## config.mk

```make
export PLATFORM = sky130hd
export DESIGN_NAME = gcd_engine_flat
export DESIGN_NICKNAME = d
export VERILOG_FILES = /design/src/rtl/gcd_pkg.sv /design/src/rtl/gcd_if.sv /design/src/rtl/gcd_step.sv /design/src/rtl/gcd_engine.sv /design/src/flat_wrapper.sv
export SDC_FILE = /design/constraint.sdc
export NUM_CORES = 1
export LEC_CHECK = 0
export CORE_MARGIN = 4
export CORE_UTILIZATION = 25
export DETAILED_ROUTE_END_ITERATION = 6
export DONT_BUFFER_PORTS = 1
export PLACE_DENSITY = 0.49
export SYNTH_ARGS = -nofsm -noshare
export SYNTH_HDL_FRONTEND = slang
export SYNTH_SLANG_ARGS = --single-unit
```

## constraint.sdc

```tcl
create_clock -name clk -period 2.9 [get_ports clk]
set_input_delay 0.145 -clock clk [delete_from_list [all_inputs] [get_ports clk]]
set_output_delay 0.145 -clock clk [all_outputs]
set_load 0.01 [all_outputs]
```

## src/rtl/gcd_pkg.sv

```systemverilog
// Shared types and constants for the GCD engine.
// State encoding, algorithm selectors, counter-width helper.
package gcd_pkg;

  typedef enum logic [1:0] {
    S_IDLE = 2'b00,
    S_CALC = 2'b01,
    S_DONE = 2'b10
  } state_e;

  localparam int ALGO_SUB = 0;
  localparam int ALGO_BIN = 1;

  function automatic int kw(input int w);
    return $clog2(w) + 1;
  endfunction

endpackage

```

## src/rtl/gcd_if.sv

```systemverilog
// Operand/result handshake bundle for gcd_engine.
// master = producer/consumer side, slave = engine side.
interface gcd_if #(
  parameter int WIDTH = 8
);

  logic             in_valid;
  logic             in_ready;
  logic [WIDTH-1:0] a_in;
  logic [WIDTH-1:0] b_in;
  logic             out_valid;
  logic             out_ready;
  logic [WIDTH-1:0] gcd_out;
  logic [WIDTH-1:0] iter_cnt;
  logic             err_zero;

  modport master (
    output in_valid, a_in, b_in, out_ready,
    input  in_ready, out_valid, gcd_out,
    input  iter_cnt, err_zero
  );

  modport slave (
    input  in_valid, a_in, b_in, out_ready,
    output in_ready, out_valid, gcd_out,
    output iter_cnt, err_zero
  );

endinterface

```

## src/rtl/gcd_step.sv

```systemverilog
// One CALC decision: next A/B/k, terminate, result, zero and modify flags.
// In: a, b, k. Out: a_nxt, b_nxt, k_nxt, term, res, zero, modf.
module gcd_step
  import gcd_pkg::*;
#(
  parameter int WIDTH = 8,
  parameter int ALGO  = ALGO_SUB,
  parameter int KW    = kw(WIDTH)
) (
  input  logic [WIDTH-1:0] a,
  input  logic [WIDTH-1:0] b,
  input  logic [KW-1:0]    k,
  output logic [WIDTH-1:0] a_nxt,
  output logic [WIDTH-1:0] b_nxt,
  output logic [KW-1:0]    k_nxt,
  output logic             term,
  output logic [WIDTH-1:0] res,
  output logic             zero,
  output logic             modf
);

  localparam bit BIN = (ALGO == ALGO_BIN);

  always_comb begin
    a_nxt = a;
    b_nxt = b;
    k_nxt = k;
    term  = 1'b0;
    res   = '0;
    zero  = 1'b0;
    modf  = 1'b0;
    if (a == '0 && b == '0) begin
      term = 1'b1;
      zero = 1'b1;
    end else if (a == '0) begin
      term = 1'b1;
      res  = b << k;
    end else if (b == '0 || a == b) begin
      term = 1'b1;
      res  = a << k;
    end else begin
      modf = 1'b1;
      if (BIN && !a[0] && !b[0]) begin
        a_nxt = a >> 1;
        b_nxt = b >> 1;
        k_nxt = k + KW'(1);
      end else if (BIN && !a[0]) begin
        a_nxt = a >> 1;
      end else if (BIN && !b[0]) begin
        b_nxt = b >> 1;
      end else if (a > b) begin
        a_nxt = a - b;
      end else begin
        b_nxt = b - a;
      end
    end
  end

endmodule

```

## src/rtl/gcd_engine.sv

```systemverilog
// GCD engine: IDLE/CALC/DONE FSM, operand and result registers.
// Ports: clk, resetn, bus (gcd_if.slave: operand in, result out).
module gcd_engine
  import gcd_pkg::*;
#(
  parameter int WIDTH = 8,
  parameter int ALGO  = ALGO_SUB
) (
  input logic  clk,
  input logic  resetn,
  gcd_if.slave bus
);

  localparam int KW = kw(WIDTH);

  state_e           st_q, st_d;
  logic [WIDTH-1:0] a_q, b_q;
  logic [KW-1:0]    k_q;
  logic [WIDTH-1:0] iter_q;
  logic [WIDTH-1:0] gcd_q;
  logic             err_q;

  logic [WIDTH-1:0] a_nxt, b_nxt, res;
  logic [KW-1:0]    k_nxt;
  logic             term, zero, modf;

  gcd_step #(
    .WIDTH(WIDTH),
    .ALGO (ALGO),
    .KW   (KW)
  ) u_step (
    .a    (a_q),
    .b    (b_q),
    .k    (k_q),
    .a_nxt(a_nxt),
    .b_nxt(b_nxt),
    .k_nxt(k_nxt),
    .term (term),
    .res  (res),
    .zero (zero),
    .modf (modf)
  );

  always_comb begin
    st_d = st_q;
    unique case (st_q)
      S_IDLE: if (bus.in_valid) st_d = S_CALC;
      S_CALC: if (term) st_d = S_DONE;
      S_DONE: if (bus.out_ready) st_d = S_IDLE;
      default: st_d = S_IDLE;
    endcase
  end

  always_ff @(posedge clk or negedge resetn) begin
    if (!resetn) st_q <= S_IDLE;
    else         st_q <= st_d;
  end

  always_ff @(posedge clk or negedge resetn) begin
    if (!resetn) begin
      a_q    <= '0;
      b_q    <= '0;
      k_q    <= '0;
      iter_q <= '0;
      gcd_q  <= '0;
      err_q  <= 1'b0;
    end else begin
      unique case (st_q)
        S_IDLE: begin
          if (bus.in_valid) begin
            a_q    <= bus.a_in;
            b_q    <= bus.b_in;
            k_q    <= '0;
            iter_q <= '0;
          end
        end
        S_CALC: begin
          if (term) begin
            gcd_q <= res;
            err_q <= zero;
          end else begin
            a_q <= a_nxt;
            b_q <= b_nxt;
            k_q <= k_nxt;
            // saturate so a long run never wraps to a small count
            if (modf && iter_q != '1)
              iter_q <= iter_q + WIDTH'(1);
          end
        end
        default: ;
      endcase
    end
  end

  assign bus.in_ready  = (st_q == S_IDLE);
  assign bus.out_valid = (st_q == S_DONE);
  assign bus.gcd_out   = gcd_q;
  assign bus.iter_cnt  = iter_q;
  assign bus.err_zero  = err_q;

endmodule

```

## src/flat_wrapper.sv

```systemverilog
// flat-port wrapper written by rule: the top's interface ports become plain ports
module gcd_engine_flat import gcd_pkg::*;
#(
  parameter int WIDTH = 8,
  parameter int ALGO  = ALGO_SUB
)
  (clk, resetn, bus_in_valid, bus_a_in, bus_b_in, bus_out_ready, bus_in_ready, bus_out_valid, bus_gcd_out, bus_iter_cnt, bus_err_zero);
  gcd_if #(.WIDTH(WIDTH)) bus_i ();
  input logic clk;
  input logic resetn;
  input wire logic [$bits(bus_i.in_valid)-1:0] bus_in_valid;
  input wire logic [$bits(bus_i.a_in)-1:0] bus_a_in;
  input wire logic [$bits(bus_i.b_in)-1:0] bus_b_in;
  input wire logic [$bits(bus_i.out_ready)-1:0] bus_out_ready;
  output wire logic [$bits(bus_i.in_ready)-1:0] bus_in_ready;
  output wire logic [$bits(bus_i.out_valid)-1:0] bus_out_valid;
  output wire logic [$bits(bus_i.gcd_out)-1:0] bus_gcd_out;
  output wire logic [$bits(bus_i.iter_cnt)-1:0] bus_iter_cnt;
  output wire logic [$bits(bus_i.err_zero)-1:0] bus_err_zero;
  assign bus_i.in_valid = bus_in_valid;
  assign bus_i.a_in = bus_a_in;
  assign bus_i.b_in = bus_b_in;
  assign bus_i.out_ready = bus_out_ready;
  assign bus_in_ready = bus_i.in_ready;
  assign bus_out_valid = bus_i.out_valid;
  assign bus_gcd_out = bus_i.gcd_out;
  assign bus_iter_cnt = bus_i.iter_cnt;
  assign bus_err_zero = bus_i.err_zero;
  gcd_engine #(.WIDTH(WIDTH), .ALGO(ALGO)) u_core (.clk(clk), .resetn(resetn), .bus(bus_i));
endmodule
```

After elaboration in Yosys (flattened, before gate mapping) --
Index checks and enable logic that the tools add are counted.
Cells by class: add/sub/neg operators 3, $lt $le $gt $ge 1, equal/unequal tests 14, mux-type cells 32, reductions and logical operators 12
Operators by type and width (number):
- 2-to-1 mux 8 bit | 18
- case mux 8 bit (2 select lines) | 3
- logical NOT 8 bit | 2
- inequality test 2 bit, second input constant | 8
- subtractor 8 bit | 2
- AND reduction 7 bit | 2
- adder 8 x 1 -> 8 bit, second input constant | 1
- == test 8 bit | 1
- > comparator 8 bit | 1
- inequality test 8 bit, second input constant | 1
- 2-to-1 mux 1 bit | 7
- 2-to-1 mux 2 bit | 3
- case mux 2 bit (3 select lines) | 1
- inequality test 2 x 1 -> 1 bit, second input constant | 2
- AND reduction 4 bit | 1
- AND reduction 3 bit | 1
- == test 2 x 1 -> 1 bit, second input constant | 1
- == test 2 bit, second input constant | 1
- logical AND 1 bit | 2
- logical NOT 2 bit | 1
- AND reduction 2 bit | 1
- nonzero test 2 bit | 1
- logical OR 1 bit | 1
Storage, ports and cells: register bits 35, input port bits 20, output and inout port bits 19, word-level logic and storage cells 68

Longest topological paths before layout --
Gate-level depths: netlist of run 1.
depth after elaboration 9, mapped depth 10

By module --
Synthesis of run 1 repeated with hierarchy kept, for this count alone.
Second synthesis, totals: cells, all modules 368, area, all modules 3315.7 um^2
Modules (own cells, without submodules):
- gcd_engine | instances 1, cells each 166, area each 1786.7 um^2, sequential area each 975.9 um^2
- gcd_step | instances 1, cells each 202, area each 1529.0 um^2, sequential area each 0.0 um^2

Worst setup path after synthesis of run 1 --
OpenSTA, ideal clock, no wires.
kind flip-flop to flip-flop, start point reg u_core.a_q[0], end point reg u_core.a_q[3], library setup time 125 ps, arrival time 2295 ps, path slack 481 ps, cell stages (with the launch flop) 9, path buffers 0, period minus slack after synthesis 2419 ps, path through dfrtp_1 > inv_1 > ha_1 > fa_1 > and2b_1 > o31a_1 > o311ai_1 > a31oi_2 > mux2_2
Between the ends: cells in the longest elaborated chain, start to end 7
RTL lines:
- start, declared | RTL line gcd_engine.sv:17 | logic [WIDTH-1:0] a_q, b_q;
- start signal, assigned | RTL line gcd_engine.sv:71 | a_q <= bus.a_in;
- start signal, assigned | RTL line gcd_engine.sv:82 | a_q <= a_nxt;
- subtractor 8 bit or == test 8 bit (tied branches) | RTL line gcd_step.sv:52, gcd_step.sv:38
- 2-to-1 mux 8 bit or logical OR 1 bit (tied branches) | RTL line gcd_step.sv:51, gcd_step.sv:38
- 2-to-1 mux 8 bit or 2-to-1 mux 1 bit (tied branches) | RTL line gcd_step.sv:38 | end else if (b == '0 || a == b) begin
- 2-to-1 mux 8 bit or 2-to-1 mux 1 bit (tied branches) | RTL line gcd_step.sv:35 | end else if (a == '0) begin
- 2-to-1 mux 8 bit or 2-to-1 mux 1 bit (tied branches) | RTL line gcd_step.sv:32 | if (a == '0 && b == '0) begin
- 2-to-1 mux 8 bit or inequality test 2 bit (tied branches)
- case mux 8 bit (2 select lines) or AND reduction 7 bit (tied branches)
Several ways; a longest one is shown, not always the timed one. The select of a mux whose other input is x is not followed. A chain may end at the register's enable or synchronous reset.

Worst setup path after layout of run 1 --
start point reg u_core.a_q[0], end point reg u_core.a_q[4]
Same word-level chain as after synthesis.

==> results.tsv, run 1 <==
stage	metric	value	unit
floorplanning	die_w	108	um
critical_path	cp.required	3.10	ns
timing	period_needed	2.58	ns
min_path	whs_path_depth	2	
detailed_routing	vias	2145	
timing	rsz0062_at_grt	no	
critical_path	start_kind	flip-flop	
detailed_routing	vias_per_cell	5.07	
timing	tns	0	ns
floorplanning	num_rows	36	
global_route	antenna_found_initial	0	
power_and_ir_drop	total_power	4.18	mW
clock_tree	holdBufCountCts	3	
critical_path	worst_ep_arrival_time	2.79	ns
clock_tree	cts.path.max_buffers	2	
min_path	min_from	bus_b_in[1]	
min_path	hp-class	input pin to flip-flop	
detailed_routing	drt-initial-drc-count	136	
finish	instances_no_fill	423	
min_path	hold_path_end	u_core.b_q[1]	
power_and_ir_drop	vdd_ir_drop_max	293	uV
global_route	grt_pass1_vias	2147	
logic_synthesis	yosys-top-cells-area	dfrtp_1 (35%), ha_1 (7.9%), o21ai_0 (4.0%)	
timing	setup_viol	0	
floorplanning	start_util	0.257	
critical_path	r2r_start	u_core.a_q[0]	
logic_synthesis	syn-cell-area	0.00252	mm^2
finish	fin_area	0.00283	mm^2
finish	n_antenna_cell	0	
global_route	grt_pass1_wl	11500	um
clock_tree	root_buffer	clkbuf_8	
placed_design	place.gp.congestion	0.819	
floorplanning	die-height	108	um
critical_path	cp_max_fo	5	
floorplanning	dieArea	0.0118	mm^2
detailed_routing	detail-route-antenna-nets	0	
logic_synthesis	ys_ff_latch	35	
clock_tree	h-tree-depth	2	
global_route	track_usage	0.125	
placed_design	hpwl	5430	um
clock_tree	cts_sinks	35	
timing	max_freq	387	MHz
global_route	grt_max_degree	40	
timing	fin_skew	0.00803	ns
timing	report.final.slew_viol_count	0	
clock_tree	clock_latency	0.28	ns
floorplanning	coreArea	0.00982	mm^2
critical_path	rrSetupSlack	0.32	ns
logic_synthesis	synth_edf_count	0	
logic_synthesis	synthCells	283	
detailed_routing	remaining_drc_errors	0	
outcome	status	completed	
job	maxCapViolCount	0	
finish	nets	329	
timing	tightest_slew	0.442	ns
placed_design	dp_cells	414	
timing	slew_headroom	0.704	
clock_tree	cts_buffers	5	
detailed_routing	drt-total-wl	7050	um
detailed_routing	drt_first_pass_iters	4	
logic_synthesis	syn_avg_cell_area	8.92	um^2
finish	drive_gt1_frac	0.114	
timing	hold_violations	0	
logic_synthesis	synth_cell_types	47	
critical_path	end_kind	flip-flop	
clock_tree	post-cts-setup-buffers	0	
placed_design	io_buffers	0	
placed_design	placed_area	0.00272	mm^2
clock_tree	clkSlewWorstSetupHoldPaths	0.07	ns
global_route	grt_overflow	0	
critical_path	critPathKind	flip-flop to flip-flop	
logic_synthesis	netlist.top_cell.by_area	dfrtp_1	
clock_tree	post_cts_resized	0	
critical_path	r2r_cells	9	
logic_synthesis	synth_nets	321	
logic_synthesis	async_flop_share	1.00	
finish	n_fill_cell	1083	
timing	finalCritPeriodShare	0.891	
logic_synthesis	yosys_warnings	0	
logic_synthesis	synth_flop_cell	dfrtp_1	
finish	syn_to_final_growth	12.0	%
critical_path	reg2reg_to	u_core.a_q[4]	
logic_synthesis	yosysSeqAreaShare	0.347	
power_and_ir_drop	power.leakage	1.21	nW
power_and_ir_drop	p_per_area	1480	mW/mm^2
detailed_routing	wl_per_cell	16.7	um
logic_synthesis	yosysTopAreaCellShare	0.347	
clock_tree	cts_tree	built	
floorplanning	top_level_ports	39	
[flip-flops by register name, summed over array words and instances (netlist names)]
signal               count
u_core.bus.iter_cnt      8
u_core.st_q              2
u_core.bus.gcd_out       8
u_core.a_q               8
u_core.bus.err_zero      1
u_core.b_q               8
[worst max path at each step]
| stage | startpoint | to | slack, ns | cells after the start |
|---|---|---|---|---|
| floorplan | u_core.a_q[0] | u_core.a_q[3] | 0.48 | 8 |
| global placement | u_core.a_q[0] | u_core.a_q[4] | 0.29 | 9 |
| detailed placement | u_core.a_q[0] | u_core.a_q[4] | 0.28 | 9 |
| CTS | u_core.a_q[0] | u_core.a_q[4] | 0.29 | 9 |
| global route | u_core.a_q[0] | u_core.a_q[1] | 0.16 | 9 |
| finish | u_core.a_q[0] | u_core.a_q[4] | 0.32 | 9 |
[placed cells by master (no fill, tap or decap), types with 9 or more instances in the layout]
master and instances:
inv_1 17, mux2i_1 9, nor2_1 22, buf_4 12
ha_1 16, dfrtp_1 35, o21ai_0 20, a21oi_1 19
nand2_1 20
[critical path: stages, from the launching register on]
cell	delay, ns
dfrtp_1	0.40
inv_1	0.07
ha_1	0.22
fa_1	0.38
and2b_1	0.24
o31a_1	0.25
o311ai_1	0.13
a31oi_2	0.38
buf_4	0.23
mux2i_1	0.19
[synth_stat cells (2+ instances only)]
master and number:
nand3_1 4, nand2b_1 8, a211oi_1 8, nor3_1 5
o211ai_1 4, nor3b_1 2, a31oi_1 3, o31ai_1 7
fa_1 2, a21o_1 2, o21a_1 4, or4_1 5
o31a_1 5, ha_1 16, o31a_4 2, and2_1 3
buf_2 4, nand3b_1 3, dfrtp_1 35, or3_1 2
clkbuf_1 7, nor2_1 22, nand2_1 20, inv_1 17
a21oi_1 19, and3_1 2, buf_1 2, mux2i_1 9
mux2_2 5, mux2_4 3, nand4_1 3, nor4_1 5
nor2b_1 5, o21ai_0 20, a22oi_1 8
[power breakdown]
part | switching, mW | internal [mW]
registers | 0.202 | 0.681
clock network | 0.166 | 0.160
logic | 1.62 | 1.35
total | 1.99 | 2.19
[metrics by stage]
| step | util | setup slack [ns] | hold WS [ns] |
|---|---|---|---|
| 6_report | 0.288 | 0.315 | 0.0685 |
| 4_1_cts | 0.288 | 0.289 | 0.0637 |
| 5_1_grt | 0.288 | 0.164 | 0.0837 |
| 3_5_place_dp | 0.277 | 0.283 | -0.150 |
| 2_1_floorplan | - | 0.481 | -0.151 |
| 3_3_place_gp | 0.277 | 0.292 | -0.150 |
[metal layers]
metal	vias up	GRT usage	wire [um]	share of wire
li1	1050	-	-	-
met1	1025	0.166	3330	0.47
met2	57	0.197	3160	0.45
met3	13	0.0340	430	0.061
met4	0	0.0388	127	0.018
met5	-	0	0	0
[layout make-up]
type,instances,area (um^2),area share
multi-input cells,216,1510,0.535
flip-flops and latches,35,876,0.310
well taps,133,166,0.0588
repair buffers,15,130,0.0460
clock buffers,6,72.6,0.0257
inverters,18,70.1,0.0248
[kinds of logic (layout without fill, tap and decap cells)]
logic type / Yosys count / in the layout / share of synthesized area
compound gates: 88 / 88 / 0.238
buf+inv: 32 / 39 / 0.0535
mux: 17 / 17 / 0.0758
flops: 35 / 35 / 0.347
fa+ha+maj: 18 / 18 / 0.0951
simple gates: 93 / 93 / 0.191
(Power assumes the default switching activity.)
==> run 2: changes to the inputs <==
--- a/config.mk
+++ b/config.mk
@@ -5,6 +5,7 @@
 export SDC_FILE = /design/constraint.sdc
 export NUM_CORES = 1
 export LEC_CHECK = 0
+export ABC_AREA = 1
 export CORE_MARGIN = 4
 export CORE_UTILIZATION = 25
 export DETAILED_ROUTE_END_ITERATION = 6
==> run 2 against run 1 <==
Effect of this change: non-clock buffer count shrank 11; critical path depth up 3; synthesized cell count rose by 41%; register-to-register slack better by 0.39 ns; highest routed layer unchanged; routed wire length increased by 4.6%; sequential cell count stayed put; global-route usage decreased by 0.37 points; first-iteration DRC count up 14%; die area grew 6.2%.
==> results.tsv, run 2 <==
stage	metric	value	unit	change
outcome	status	completed		unchanged
finish	n_fill_cell	1152		was 1,083
timing	setup_viol	0		unchanged
logic_synthesis	yosysSeqAreaShare	0.325		was 0.347
detailed_routing	met3_length	314	um	was 430 um
detailed_routing	highest_layer	met4		unchanged
timing	hold_violations	0		unchanged
clock_tree	cts_buffers	5		unchanged
clock_tree	clock_latency	0.28	ns	about the same
timing	tns	0	ns	unchanged
logic_synthesis	yosys-top-cells-area	dfrtp_1 (32%), nand2_1 (24%), ha_1 (7.4%)		was dfrtp_1 (35%), ha_1 (7.9%), o21ai_0 (4.0%)
clock_tree	clkSlewWorstSetupHoldPaths	0.07	ns	about the same
timing	setup_ws	0.701	ns	was 0.315 ns
placed_design	dp_slack	0.693	ns	was 0.283 ns
detailed_routing	detail-route-antenna-nets	0		unchanged
detailed_routing	met2WireLength	3430	um	was 3160 um
clock_tree	root_buffer	clkbuf_8		unchanged
placed_design	io_buffers	0		unchanged
logic_synthesis	synth_flop_cell	dfrtp_1		unchanged
global_route	antenna_found_initial	0		unchanged
timing	slew_headroom	0.775		was 0.704
timing	fin_skew	0.00469	ns	was 0.00803 ns
finish	instances_no_fill	539		was 423
clock_tree	cts.path.max_buffers	2		unchanged
clock_tree	cts_sinks	35		unchanged
critical_path	cp_max_fo	8		was 5
logic_synthesis	synth_common_cells	nand2_1 (174), inv_1 (49), dfrtp_1 (35)		was dfrtp_1 (35), nor2_1 (22), nand2_1 (20), o21ai_0 (20), a21oi_1 (19)
floorplanning	num_rows	37		was 36
logic_synthesis	syn-cell-area	0.00270	mm^2	was 0.00252 mm^2
timing	period_needed	2.20	ns	was 2.58 ns
clock_tree	h-tree-depth	2		unchanged
finish	syn_to_final_growth	9.01	%	was 12.0%
job	maxCapViolCount	0		unchanged
min_path	whs_path_depth	4		was 2
global_route	track_usage	0.121		was 0.125
critical_path	worst_ep_arrival_time	2.42	ns	was 2.79 ns
detailed_routing	met1Wirelength	3590	um	was 3330 um
critical_path	critPathKind	flip-flop to flip-flop		unchanged
placed_design	place.gp.congestion	0.815		was 0.819
global_route	grt_overflow	0		unchanged
logic_synthesis	yosysMostFrequentCell	nand2_1		was dfrtp_1
timing	report.final.slew_viol_count	0		unchanged
finish	nets	442		was 329
detailed_routing	vias	2406		was 2,145
finish	final_common_cell	nand2_1		was dfrtp_1
min_path	hp-class	input pin to flip-flop		unchanged
finish	final_util	0.282		was 0.288
critical_path	end_kind	flip-flop		unchanged
critical_path	start_kind	flip-flop		unchanged
logic_synthesis	synth_edf_count	0		unchanged
finish	n_antenna_cell	0		unchanged
logic_synthesis	synth_nets	438		was 321
logic_synthesis	synth_cell_types	32		was 47
logic_synthesis	netlist.top_cell.by_area	dfrtp_1		unchanged
logic_synthesis	syn_avg_cell_area	6.74	um^2	was 8.92 um^2
logic_synthesis	async_flop_share	1.00		unchanged
critical_path	r2r_cells	12		was 9
finish	layout_common_cells	nand2_1 (174), inv_1 (49), dfrtp_1 (35)		was dfrtp_1 (35), nor2_1 (22), nand2_1 (20), o21ai_0 (20), a21oi_1 (19)
floorplanning	die-height	112	um	was 108 um
floorplanning	coreArea	0.0104	mm^2	was 0.00982 mm^2
finish	drive_gt1_frac	0.0844		was 0.114
floorplanning	start_util	0.259		was 0.257
detailed_routing	drt_first_pass_iters	4		unchanged
timing	tightest_slew	0.338	ns	was 0.442 ns
placed_design	dp_cells	530		was 414
detailed_routing	drt-initial-drc-count	155		was 136
floorplanning	top_level_ports	39		unchanged
clock_tree	cts_tree	built		unchanged
logic_synthesis	ys_ff_latch	35		unchanged
logic_synthesis	yosysTopAreaCellShare	0.325		was 0.347
detailed_routing	drt-total-wl	7370	um	was 7050 um
timing	rsz0062_at_grt	no		unchanged
logic_synthesis	yosys_warnings	0		unchanged
timing	finalCritPeriodShare	0.758		was 0.891
global_route	grt_pass1_vias	2403		was 2,147
global_route	grt_max_degree	36		was 40
detailed_routing	remaining_drc_errors	0		unchanged
timing	max_freq	455	MHz	was 387 MHz
detailed_routing	wl_per_cell	13.7	um	was 16.7 um
floorplanning	dieArea	0.0125	mm^2	was 0.0118 mm^2
logic_synthesis	synthCells	400		was 283
floorplanning	die_w	112	um	was 108 um
detailed_routing	vias_per_cell	4.46		was 5.07
critical_path	cp.required	3.12	ns	was 3.10 ns
global_route	grt_pass1_wl	12400	um	was 11,500 um
placed_design	hpwl	5800	um	was 5430 um
## run 2: final cells by class
cell class / count / area [um^2] / area share
Clock buffer: 6 / 72.6 / 0.0247
Inverter: 54 / 208 / 0.0707
Multi-Input combinational cell: 304 / 1560 / 0.532
Sequential cell: 35 / 876 / 0.298
Tap cell: 136 / 170 / 0.0579
Timing Repair Buffer: 4 / 47.5 / 0.0162
## run 2: stage by stage
step	hold slack [ns]	instance area [um^2]
detailed placement	-0.149	2830
finish	0.0804	2940
global route	0.0797	2940
CTS	0.0752	2940
floorplan	-0.151	2700
global placement	-0.149	2830
## run 2: worst paths after layout
| check | startpoint | end | slack, ns |
|---|---|---|---|
| setup reg to reg | u_core.a_q[0] | u_core.a_q[3] | 0.70 |
| max in group asynchronous | resetn | u_core.st_q[0] | 2.39 |
| hold reg to reg | u_core.b_q[7] | u_core.b_q[7] | 0.54 |
| min in group asynchronous | resetn | u_core.b_q[7] | 0.31 |
| hold / removal | bus_a_in[4] | u_core.a_q[4] | 0.08 |
| setup / recovery | u_core.a_q[0] | u_core.a_q[3] | 0.70 |
## run 2: logic make-up (layout without fill, tap and decap cells)
group / Yosys count / after routing / share of synthesized area
adder cells (fa/ha/maj): 18 / 18 / 0.0891
AND/OR/NAND/NOR: 249 / 249 / 0.407
flip-flops: 35 / 35 / 0.325
buffers and inverters: 61 / 64 / 0.0947
XOR/XNOR: 4 / 4 / 0.0130
AO/OA/AOI/OAI: 33 / 33 / 0.0715
## run 2: repair_timing
| action | 4_1_cts | 5_1_grt |
|---|---|---|
| endpoints found under the hold margin | 36 | 0 |
| hold buffers | 3 | 0 |
| setup buffers | 0 | 0 |
| resized for setup | 0 | 0 |
## run 2: layer usage
layer | track usage | vias to the layer above
met5 | 0 | -
met4 | 0.0195 | 0
met3 | 0.0255 | 4
met2 | 0.194 | 40
met1 | 0.171 | 1100
li1 | - | 1262
## run 2: critical path: stages, from the launching register on
cell	delay, ns
dfrtp_1	0.46
inv_1	0.07
ha_1	0.21
fa_1	0.42
inv_1	0.09
nand3_1	0.09
nand2_1	0.11
nand2_1	0.10
nand3_2	0.09
nand2_1	0.09
nor2_4	0.25
nand2_1	0.09
nand2_1	0.06
Power of run 2 is left out: the tool's default activity adds up to more than one toggle a clock period on the data nets, which glitch-free logic cannot reach.
